`src/rtl/jogador_tron.sv`:
```
// rtl/jogador_tron.sv - light-cycle player: position, steering, collision check and trail painting
module jogador_tron #(
  parameter logic [7:0] ID      = 8'h01,
  parameter int         TAM     = 8,
  parameter int         X0      = 216,
  parameter int         Y0      = 240,
  parameter int         DIR0    = 0,
  parameter int         BORDA   = 16,
  parameter int         H_RES   = 640,
  parameter int         V_RES   = 480,
  parameter int         ADDR_W  = 19,
  parameter int         PERIODO = 2_000_000,
  parameter int         LIMPA   = 1
) (
  input  logic              CLOCK_50,
  input  logic              reset,
  input  logic              reiniciar,
  input  logic [3:0]        KEY,
  input  logic [7:0]        rd_data,
  output logic [ADDR_W-1:0] rd_addr,
  output logic [ADDR_W-1:0] wr_addr,
  output logic [7:0]        wr_data,
  output logic              wren,
  output logic [9:0]        pos_x,
  output logic [9:0]        pos_y,
  output logic [1:0]        sentido,
  output logic              fim_de_jogo,
  output logic              ocupado
);

  localparam int LOG2 = $clog2(TAM);
  localparam int IW   = 2 * LOG2 + 1;
  localparam int NPIX = TAM * TAM;
  localparam int NFB  = H_RES * V_RES;
  localparam int CW   = (PERIODO > 1) ? $clog2(PERIODO) : 1;

  localparam logic [IW-1:0]     ULT_PIX = IW'(NPIX - 1);
  localparam logic [IW-1:0]     NPIX_V  = IW'(NPIX);
  localparam logic [ADDR_W-1:0] ULT_FB  = ADDR_W'(NFB - 1);
  localparam logic [CW-1:0]     ULT_CNT = CW'(PERIODO - 1);
  localparam logic [10:0]       MIN_B   = 11'(BORDA);
  localparam logic [10:0]       MAX_X   = 11'(H_RES - BORDA - TAM);
  localparam logic [10:0]       MAX_Y   = 11'(V_RES - BORDA - TAM);

  typedef enum logic [2:0] {ST_LIMPA, ST_INICIAL, ST_CORRE, ST_VERIFICA, ST_ESCREVE, ST_FIM} estado_t;
  typedef enum logic {SOLTO, PRESO} volante_t;

  estado_t     estado;
  volante_t    volante;
  logic [CW-1:0]     cnt;
  logic              pend;
  logic [IW-1:0]     idx;
  logic [ADDR_W-1:0] fb_cnt;
  logic [9:0]        cand_x, cand_y;
  logic [9:0]        cand_x_c, cand_y_c;
  logic              legal_c;
  logic              wrap;

  // Pixel i of the block at (bx,by), row-major.
  function automatic logic [ADDR_W-1:0] pix_addr(input logic [9:0] bx, input logic [9:0] by,
                                                 input logic [IW-1:0] i);
    logic [IW-1:0] col, lin;
    col = i & IW'(TAM - 1);
    lin = i >> LOG2;
    return ADDR_W'(bx + 10'(col)) + ADDR_W'(by + 10'(lin)) * ADDR_W'(H_RES);
  endfunction

  assign wrap = (cnt == ULT_CNT);

  // An underflowed coordinate wraps to ~1020 and fails the upper bound.
  always_comb begin
    cand_x_c = pos_x;
    cand_y_c = pos_y;
    case (sentido)
      2'd0:    cand_x_c = pos_x + 10'(TAM);
      2'd1:    cand_y_c = pos_y + 10'(TAM);
      2'd2:    cand_x_c = pos_x - 10'(TAM);
      default: cand_y_c = pos_y - 10'(TAM);
    endcase
    legal_c = ({1'b0, cand_x_c} >= MIN_B) && ({1'b0, cand_x_c} <= MAX_X) &&
              ({1'b0, cand_y_c} >= MIN_B) && ({1'b0, cand_y_c} <= MAX_Y);
  end

  always_ff @(posedge CLOCK_50) begin
    if (reset || reiniciar) begin
      estado      <= (LIMPA != 0) ? ST_LIMPA : ST_INICIAL;
      volante     <= SOLTO;
      pos_x       <= 10'(X0);
      pos_y       <= 10'(Y0);
      cand_x      <= 10'(X0);
      cand_y      <= 10'(Y0);
      sentido     <= 2'(DIR0);
      fim_de_jogo <= 1'b0;
      ocupado     <= 1'b1;
      wren        <= 1'b0;
      wr_addr     <= '0;
      wr_data     <= '0;
      rd_addr     <= '0;
      cnt         <= '0;
      pend        <= 1'b0;
      idx         <= '0;
      fb_cnt      <= '0;
    end else begin
      if (estado != ST_FIM && estado != ST_LIMPA) begin
        if (volante == SOLTO) begin
          if (!KEY[3]) begin
            sentido <= sentido - 2'd1;
            volante <= PRESO;
          end else if (!KEY[2]) begin
            sentido <= sentido + 2'd1;
            volante <= PRESO;
          end
        end else if (KEY == 4'hF) begin
          volante <= SOLTO;
        end
      end

      if (estado == ST_CORRE || estado == ST_VERIFICA || estado == ST_ESCREVE)
        cnt <= wrap ? '0 : cnt + 1'b1;

      case (estado)
        ST_LIMPA: begin
          wren    <= 1'b1;
          wr_data <= 8'd0;
          wr_addr <= fb_cnt;
          fb_cnt  <= fb_cnt + 1'b1;
          if (fb_cnt == ULT_FB) begin
            estado <= ST_INICIAL;
            idx    <= '0;
          end
        end
        ST_INICIAL: begin
          wren    <= 1'b1;
          wr_data <= ID;
          wr_addr <= pix_addr(pos_x, pos_y, idx);
          idx     <= idx + 1'b1;
          if (idx == ULT_PIX) begin
            estado  <= ST_CORRE;
            ocupado <= 1'b0;
          end
        end
        ST_CORRE: begin
          wren <= 1'b0;
          if (wrap || pend) begin
            pend <= 1'b0;
            if (legal_c) begin
              cand_x  <= cand_x_c;
              cand_y  <= cand_y_c;
              rd_addr <= pix_addr(cand_x_c, cand_y_c, '0);
              idx     <= '0;
              estado  <= ST_VERIFICA;
            end else begin
              estado      <= ST_FIM;
              fim_de_jogo <= 1'b1;
            end
          end
        end
        ST_VERIFICA: begin
          // idx counts sampling edges; rd_data holds read idx-1 when idx >= 1.
          if (wrap) pend <= 1'b1;
          if (idx != '0 && rd_data != 8'd0) begin
            estado      <= ST_FIM;
            fim_de_jogo <= 1'b1;
          end else if (idx == NPIX_V) begin
            estado <= ST_ESCREVE;
            idx    <= '0;
          end else begin
            if (idx != ULT_PIX) rd_addr <= pix_addr(cand_x, cand_y, idx + 1'b1);
            idx <= idx + 1'b1;
          end
        end
        ST_ESCREVE: begin
          if (wrap) pend <= 1'b1;
          if (idx == NPIX_V) begin
            wren   <= 1'b0;
            pos_x  <= cand_x;
            pos_y  <= cand_y;
            estado <= ST_CORRE;
          end else begin
            wren    <= 1'b1;
            wr_data <= ID;
            wr_addr <= pix_addr(cand_x, cand_y, idx);
            idx     <= idx + 1'b1;
          end
        end
        default: begin
          wren        <= 1'b0;
          fim_de_jogo <= 1'b1;
        end
      endcase
    end
  end

endmodule

```
`config.mk`:
```
export PLATFORM = sky130hd
export DESIGN_NAME = jogador_tron
export DESIGN_NICKNAME = d
export VERILOG_FILES = /design/src/rtl/jogador_tron.sv
export SDC_FILE = /design/constraint.sdc
export NUM_CORES = 1
export LEC_CHECK = 0
export BUFFER_PORTS_ARGS = -buffer_cell sky130_fd_sc_hd__buf_2
export CORE_MARGIN = 2
export CORE_UTILIZATION = 35
export DETAILED_ROUTE_END_ITERATION = 16
export MAX_ROUTING_LAYER = met4
export SLEW_MARGIN = 20
export SYNTH_ARGS = -nofsm -noshare
export SYNTH_HDL_FRONTEND = slang
export SYNTH_SLANG_ARGS = --single-unit
export TNS_END_PERCENT = 20
```
`constraint.sdc`:
```
create_clock -name CLOCK_50 -period 4.75 [get_ports CLOCK_50]
set_input_delay 0.95 -clock CLOCK_50 [delete_from_list [all_inputs] [get_ports CLOCK_50]]
set_output_delay 0.95 -clock CLOCK_50 [all_outputs]
set_load 0.01 [all_outputs]
```
---- Word level (Yosys, flattened, before mapping) ----
Index checks and enable logic that the tools add are counted.
W data, S select, Z words.
cells by class
  add/sub/neg operators ................... 19
  $mul .................................... 4
  magnitude comparators ................... 4
  equality and inequality tests ........... 27
  mux-type cells .......................... 43
  bitwise gates (word level) .............. 2
  reduce and logical (&&, ||, !) cells .... 32
operator list
  operator                 count
  $mux W19                 6
  $add A11 B19 Y19         3
  $pmux W19 S3             1
  $mux W7                  6
  $pmux W10 S2             2
  $pmux W19 S2             1
  $mul A11 B3 Y12 const B  3
  $pmux W7 S5              1
  $add A10 B3 Y11          3
  $add A10 B4 Y11          3
  $pmux W8 S3              1
  $add A21 B1 Y21 const B  1
  $eq A21 B21 Y1 const B   1
  $mux W21                 1
  $mux W3                  7
  $add A10 B4 Y10 const B  2
  $ge A10 B5 Y1 const B    2
  $sub A10 B4 Y10 const B  2
  $add A10 B19 Y19         1
  $add A19 B1 Y19 const B  1
  $eq A19 B19 Y1 const B   1
  $reduce_and A6 Y1        3
  $ne A2 B2 Y1 const B     8
  $pmux W3 S5              1
  other kinds (38)         70
storage, ports and cells
  register bits ........................... 143
  input bits .............................. 15
  output and inout bits ................... 71

---- Logic depth before layout (Yosys ltp) ----
  depth after elaboration ................. 9
  mapped depth ............................ 20

---- Worst setup path after synthesis ----
Ideal clock, no wire load.
  path type ............................... register to register
  start ................................... reg idx[1]
  end ..................................... reg rd_addr[18]
  arrival time ............................ 4.622 ns
  data required time ...................... 4.664 ns
  path slack .............................. 0.043 ns
  cell stages (with the launch flop) ...... 19
  cells stage by stage .................... dfxtp_1 -> ha_1 -> nand3_1 -> xnor2_1 -> inv_1 -> fa_1 -> o21ai_0 -> xor2_1 -> ha_1 -> inv_1 -> fa_1 -> xor2_1 -> or3b_2 -> nor3_1 -> nand3_1 -> nor4b_1 -> xnor2_1 -> mux2i_1 -> a211oi_1
between the ends
  cells in the longest elaborated chain, start to end .. 8
  elaborated cells on any way between the ends .. 17
ends and longest elaborated chain
  item                      RTL line  text
  start: declaration        52        logic [IW-1:0] idx;
  start signal: assignment  136       idx <= idx + 1'b1;
  start signal: assignment  169       idx <= idx + 1'b1;
  start signal: assignment  183       idx <= idx + 1'b1;
  $add A7 B1 Y7             168       if (idx != ULT_PIX) rd_addr <= pix_addr(cand_x, cand_y, idx + 1'b1);
  $add A10 B4 Y11           65        return ADDR_W'(bx + 10'(col)) + ADDR_W'(by + 10'(lin)) * ADDR_W'(H_RES);
  $mul A11 B3 Y12           65
  $add A11 B19 Y19          65
  $mux W19                  168
  $mux W19                  164       end else if (idx == NPIX_V) begin
  $mux W19                  161       if (idx != '0 && rd_data != 8'd0) begin
  $pmux W19 S2              121       case (estado)
  end signal: assignment    149       rd_addr <= pix_addr(cand_x_c, cand_y_c, '0);
  end signal: assignment    168
  end: declaration          20        output logic [ADDR_W-1:0] rd_addr,
Several ways; a longest one is shown, not always the timed one. The select of a mux whose other input is x is not followed.
A chain may end at the register's enable or synchronous reset.

---- Final worst setup path ----
  start ................................... reg idx[0]
  end ..................................... reg rd_addr[18]
Same word-level chain as after synthesis.

==> results.md <==
* Via density at 5.43
* Top FF cell, synth: dfxtp_1
* FF-to-FF path depth at 20
* Layout cell share with drive strength beyond 1 at 13.1%
* DR DRC count at 0
* Internal Power at 0.00196 W
* Setup CP Type: reg2reg
* Area growth from synthesis to layout at 13.8%
* CTS Buffer Depth at 2
* Setup Viol. Count Final at 0
* R2R Path End: rd_addr[18]$_SDFFE_PP0P_
* CP required at 5.10 ns
* Combinational Power Share at 1.7%
* Number of global-route vias before repair at 9647
* Sw Share at 24.0%
* Final period utilization at 95.0%
* EDFF count, synth at 0
* WHS at 0.462 ns
* Post-synthesis sequential area ratio at 24.3%
* Asr flop ratio synth at 0%
* Io pins at 86
* All-Layer GR Usage at 20.1%
* Cell with the most instances after synthesis: nand2_1
* Grt ovf at 0
* DP Wirelength at 24600 um
* Yosys top cell by area: dfxtp_1
* Row cnt at 65
* Max FO, Critical Path at 3
* Critical Path Source Type: flip-flop
* Share of the synthesized area in the top cell type at 24.3%
* Initial antenna violation count at 0
* Flop pwr share at 44.4%
* Yosys warns at 0
* IO Port Bufs at 78
* RSZ-0062 raised after global routing: yes
* Iter 0 DRT Violations at 747
* Vias post-DR at 10100
* Nets at 1584
* Power Density at 202 mW/mm^2
* Die H at 183 um
* Peak VDD IR at 0.258 mV
* Final antenna-violating net count at 0
* First-pass GRT wire length at 52000 um
* Clock power frac at 53.8%
* Avg Inst Size Synth at 8.14 sq um
* Tot Pwr at 0.00257 W
* Arrival time worst endpoint at 4.86 ns
* HP Class: reg2reg
* Starting Density at 35.5%
* Maximum number of pins on one net before global-route repair at 77
* Worst Hold End: rd_addr[5]$_SDFFE_PP0P_
* Status: finished, final reports clean
* Hold Vio Cnt, Final at 0
* Sw Pwr at 0.000618 W
* R2R Setup Slk at 0.24 ns
* Clk_lat worst skew at 0.43 ns
* Mapped Area at 0.0112 sq mm
* Worst reg2reg startpoint: idx[0]$_SDFFE_PP0P_
* Worst path cell trace: ha_4 > nand3_1 > xnor2_1 > buf_4 > ha_1 > a21oi_1 > o21bai_1 > xor2_1 > ha_1 > ha_1 > inv_1 > fa_1 > xor2_1 > or3b_2 > nor3_4 > nand3_2 > nor4b_4 > xnor2_1 > mux2i_1 > a211oi_2
* CP delay by family, top: adder cells
* Mapped Cells at 1376
* Final setup margin at 0.237 ns
* Wire per inst at 17.4 um
* Final Slew Violations at 0
* Reg clk slew, reported paths at 0.07 ns
* GPL Wtd Cong at 0.891
* Fmax at 222 MHz
* Worst Max-Slew Pin Slew at 0.911 ns
* Die area at 0.0335 sq mm
* Final WL at 32300 um
* Minimum clock period at 4.51 ns
* CP most frequent cell: ha_1
* Worst Skew at 0.0109 ns
* Slowest stage cell on the critical path: or3b_2
* Pre-CTS setup slack at 0.0111 ns
* Stages on the worst setup path at 20
* Core outline area at 0.0316 sq mm
* CTS hold repair buffers at 0
* Ant diodes at 0
* Buf+Inv Stages, Crit Path at 2
* Hold Startpoint: rd_addr[5]$_SDFFE_PP0P_
* Cell depth of the worst hold path at 2
* Postcts setup bufs at 0
* Slowest Stage Delay on Critical Path at 0.52 ns
* CTS Buf Count at 17
* Die width at 183 um
* Pre-antenna DRT Iters at 5
* Worst relative slew slack at 39.0%
* Register bit total from synthesis at 136
* CTS H-tree depth at 4
* Synth cell types at 82
* Clock Tree Root: clkbuf_16
* Commonest cells in the synthesized netlist: 147 x nand2_1, 136 x dfxtp_1, 136 x nor2_1
* Max cap viols at 0
* Dominant cells by area after synthesis: dfxtp_1 24%, ha_1 13%, xor2_1 6.4%, xnor2_1 5.8%, nand2_1 4.9%
* CTS tree: built
* CTS Sinks at 136
* Worst setup EP type: flip-flop
* Static Leak at 5.51 nW
## tightest hold or removal path, delay by kind of cell, from the launching register on
| kind | cells | cell delay, ns |
|---|---|---|
| muxes | 1 | 0.06 |
| DFF | 1 | 0.31 |
| and+or+nand+nor | 1 | 0.05 |
## registers in the layout, indices dropped and copies added (netlist names), 2 cells and up
signal	cells
sentido	2
cnt	21
fb_cnt	19
cand_x	10
estado	3
idx	7
wr_addr	19
cand_y	10
rd_addr	19
pos_x	10
pos_y	10
## metal layers
layer	vias to the layer above	part of all wire (%)	GRT usage, %
met4	0	2.0	5.86
met5	-	0	-
met3	43	4.9	3.14
met1	4775	48	27.3
met2	260	45	30.8
li1	5003	-	-
## what timing repair did
action / CTS / global route
setup endpoints to repair: 1 / 5
gates resized for setup: 2 / 21
hold endpoints to repair: 0 / 0
gates cloned: 0 / 0
pin swaps: 0 / 4
## placed cells by master (no fill, tap or decap), drive strengths merged, types with 10 or more instances in the layout
| cell | Yosys | final |
|---|---|---|
| a21o | 14 | 14 |
| nor2b | 11 | 11 |
| or3 | 10 | 10 |
| fa | 13 | 13 |
| dfxtp | 136 | 136 |
| o211ai | 17 | 17 |
| nand2 | 147 | 147 |
| ha | 114 | 114 |
| nand2b | 12 | 12 |
| nand4 | 16 | 16 |
| nand3 | 64 | 64 |
| o21ai | 76 | 76 |
| a211oi | 23 | 23 |
| o2111ai | 10 | 10 |
| a21oi | 73 | 73 |
| xnor2 | 74 | 74 |
| nor3 | 25 | 25 |
| and3 | 15 | 15 |
| inv | 41 | 46 |
| a221oi | 12 | 12 |
| clkbuf | 50 | 18 |
| mux2i | 48 | 48 |
| buf | 29 | 120 |
| and2 | 10 | 10 |
| nor2 | 136 | 136 |
| xor2 | 82 | 82 |
| o21a | 13 | 13 |
## kinds of logic after synthesis
family | share of synthesized area, %
compound gates | 17.5
buf+inv | 5.02
fa+ha+maj | 15.1
mux | 4.59
flops | 24.3
other cells | 0.0335
simple gates | 20.7
xor+xnor | 12.8
## power by group through the flow
stage	Sequential (W)	Clock (W)	Combinational [W]
5_1_grt	0.00114	0.00145	0.0000500
4_1_cts	0.00114	0.00140	0.0000453
3_5_place_dp	0.00117	0	0.0000451
6_report	0.00114	0.00138	0.0000449
3_3_place_gp	0.00117	0	0.0000447
2_1_floorplan	0.00117	0	0.0000318
## area by class of cell
class / instances / area, sq um
fillers: 3184 / 18800
repair buffers: 120 / 706
multi-input cells: 1125 / 8060
well taps: 402 / 503
clock inverters: 14 / 164
flip-flops and latches: 136 / 2720
clock buffers: 18 / 439
inverters: 42 / 158
## worst max-delay path by stage
stage                        startpoint                       end  slack, ns
finish              idx[0]$_SDFFE_PP0P_  rd_addr[18]$_SDFFE_PP0P_       0.24
global route        idx[0]$_SDFFE_PP0P_  rd_addr[18]$_SDFFE_PP0P_      -0.08
CTS                 idx[1]$_SDFFE_PP0P_  rd_addr[18]$_SDFFE_PP0P_       0.05
detailed placement  idx[1]$_SDFFE_PP0P_  rd_addr[18]$_SDFFE_PP0P_       0.01
global placement    idx[0]$_SDFFE_PP0P_  rd_addr[18]$_SDFFE_PP0P_       0.11
floorplan           idx[1]$_SDFFE_PP0P_  rd_addr[18]$_SDFFE_PP0P_       0.04
## metrics by stage
stage                     instances  setup TNS [ns]  util, %  instance area [sq um]
after floorplan                1382               0        -                  11200
after global placement         1825               0     38.2                  12000
after detailed placement       1825               0     38.2                  12000
after CTS                      1857               0     40.1                  12700
after global routing           1857          -0.164     40.4                  12700
final                          1857               0     40.4                  12700
Power figures use the tool's default switching activity.
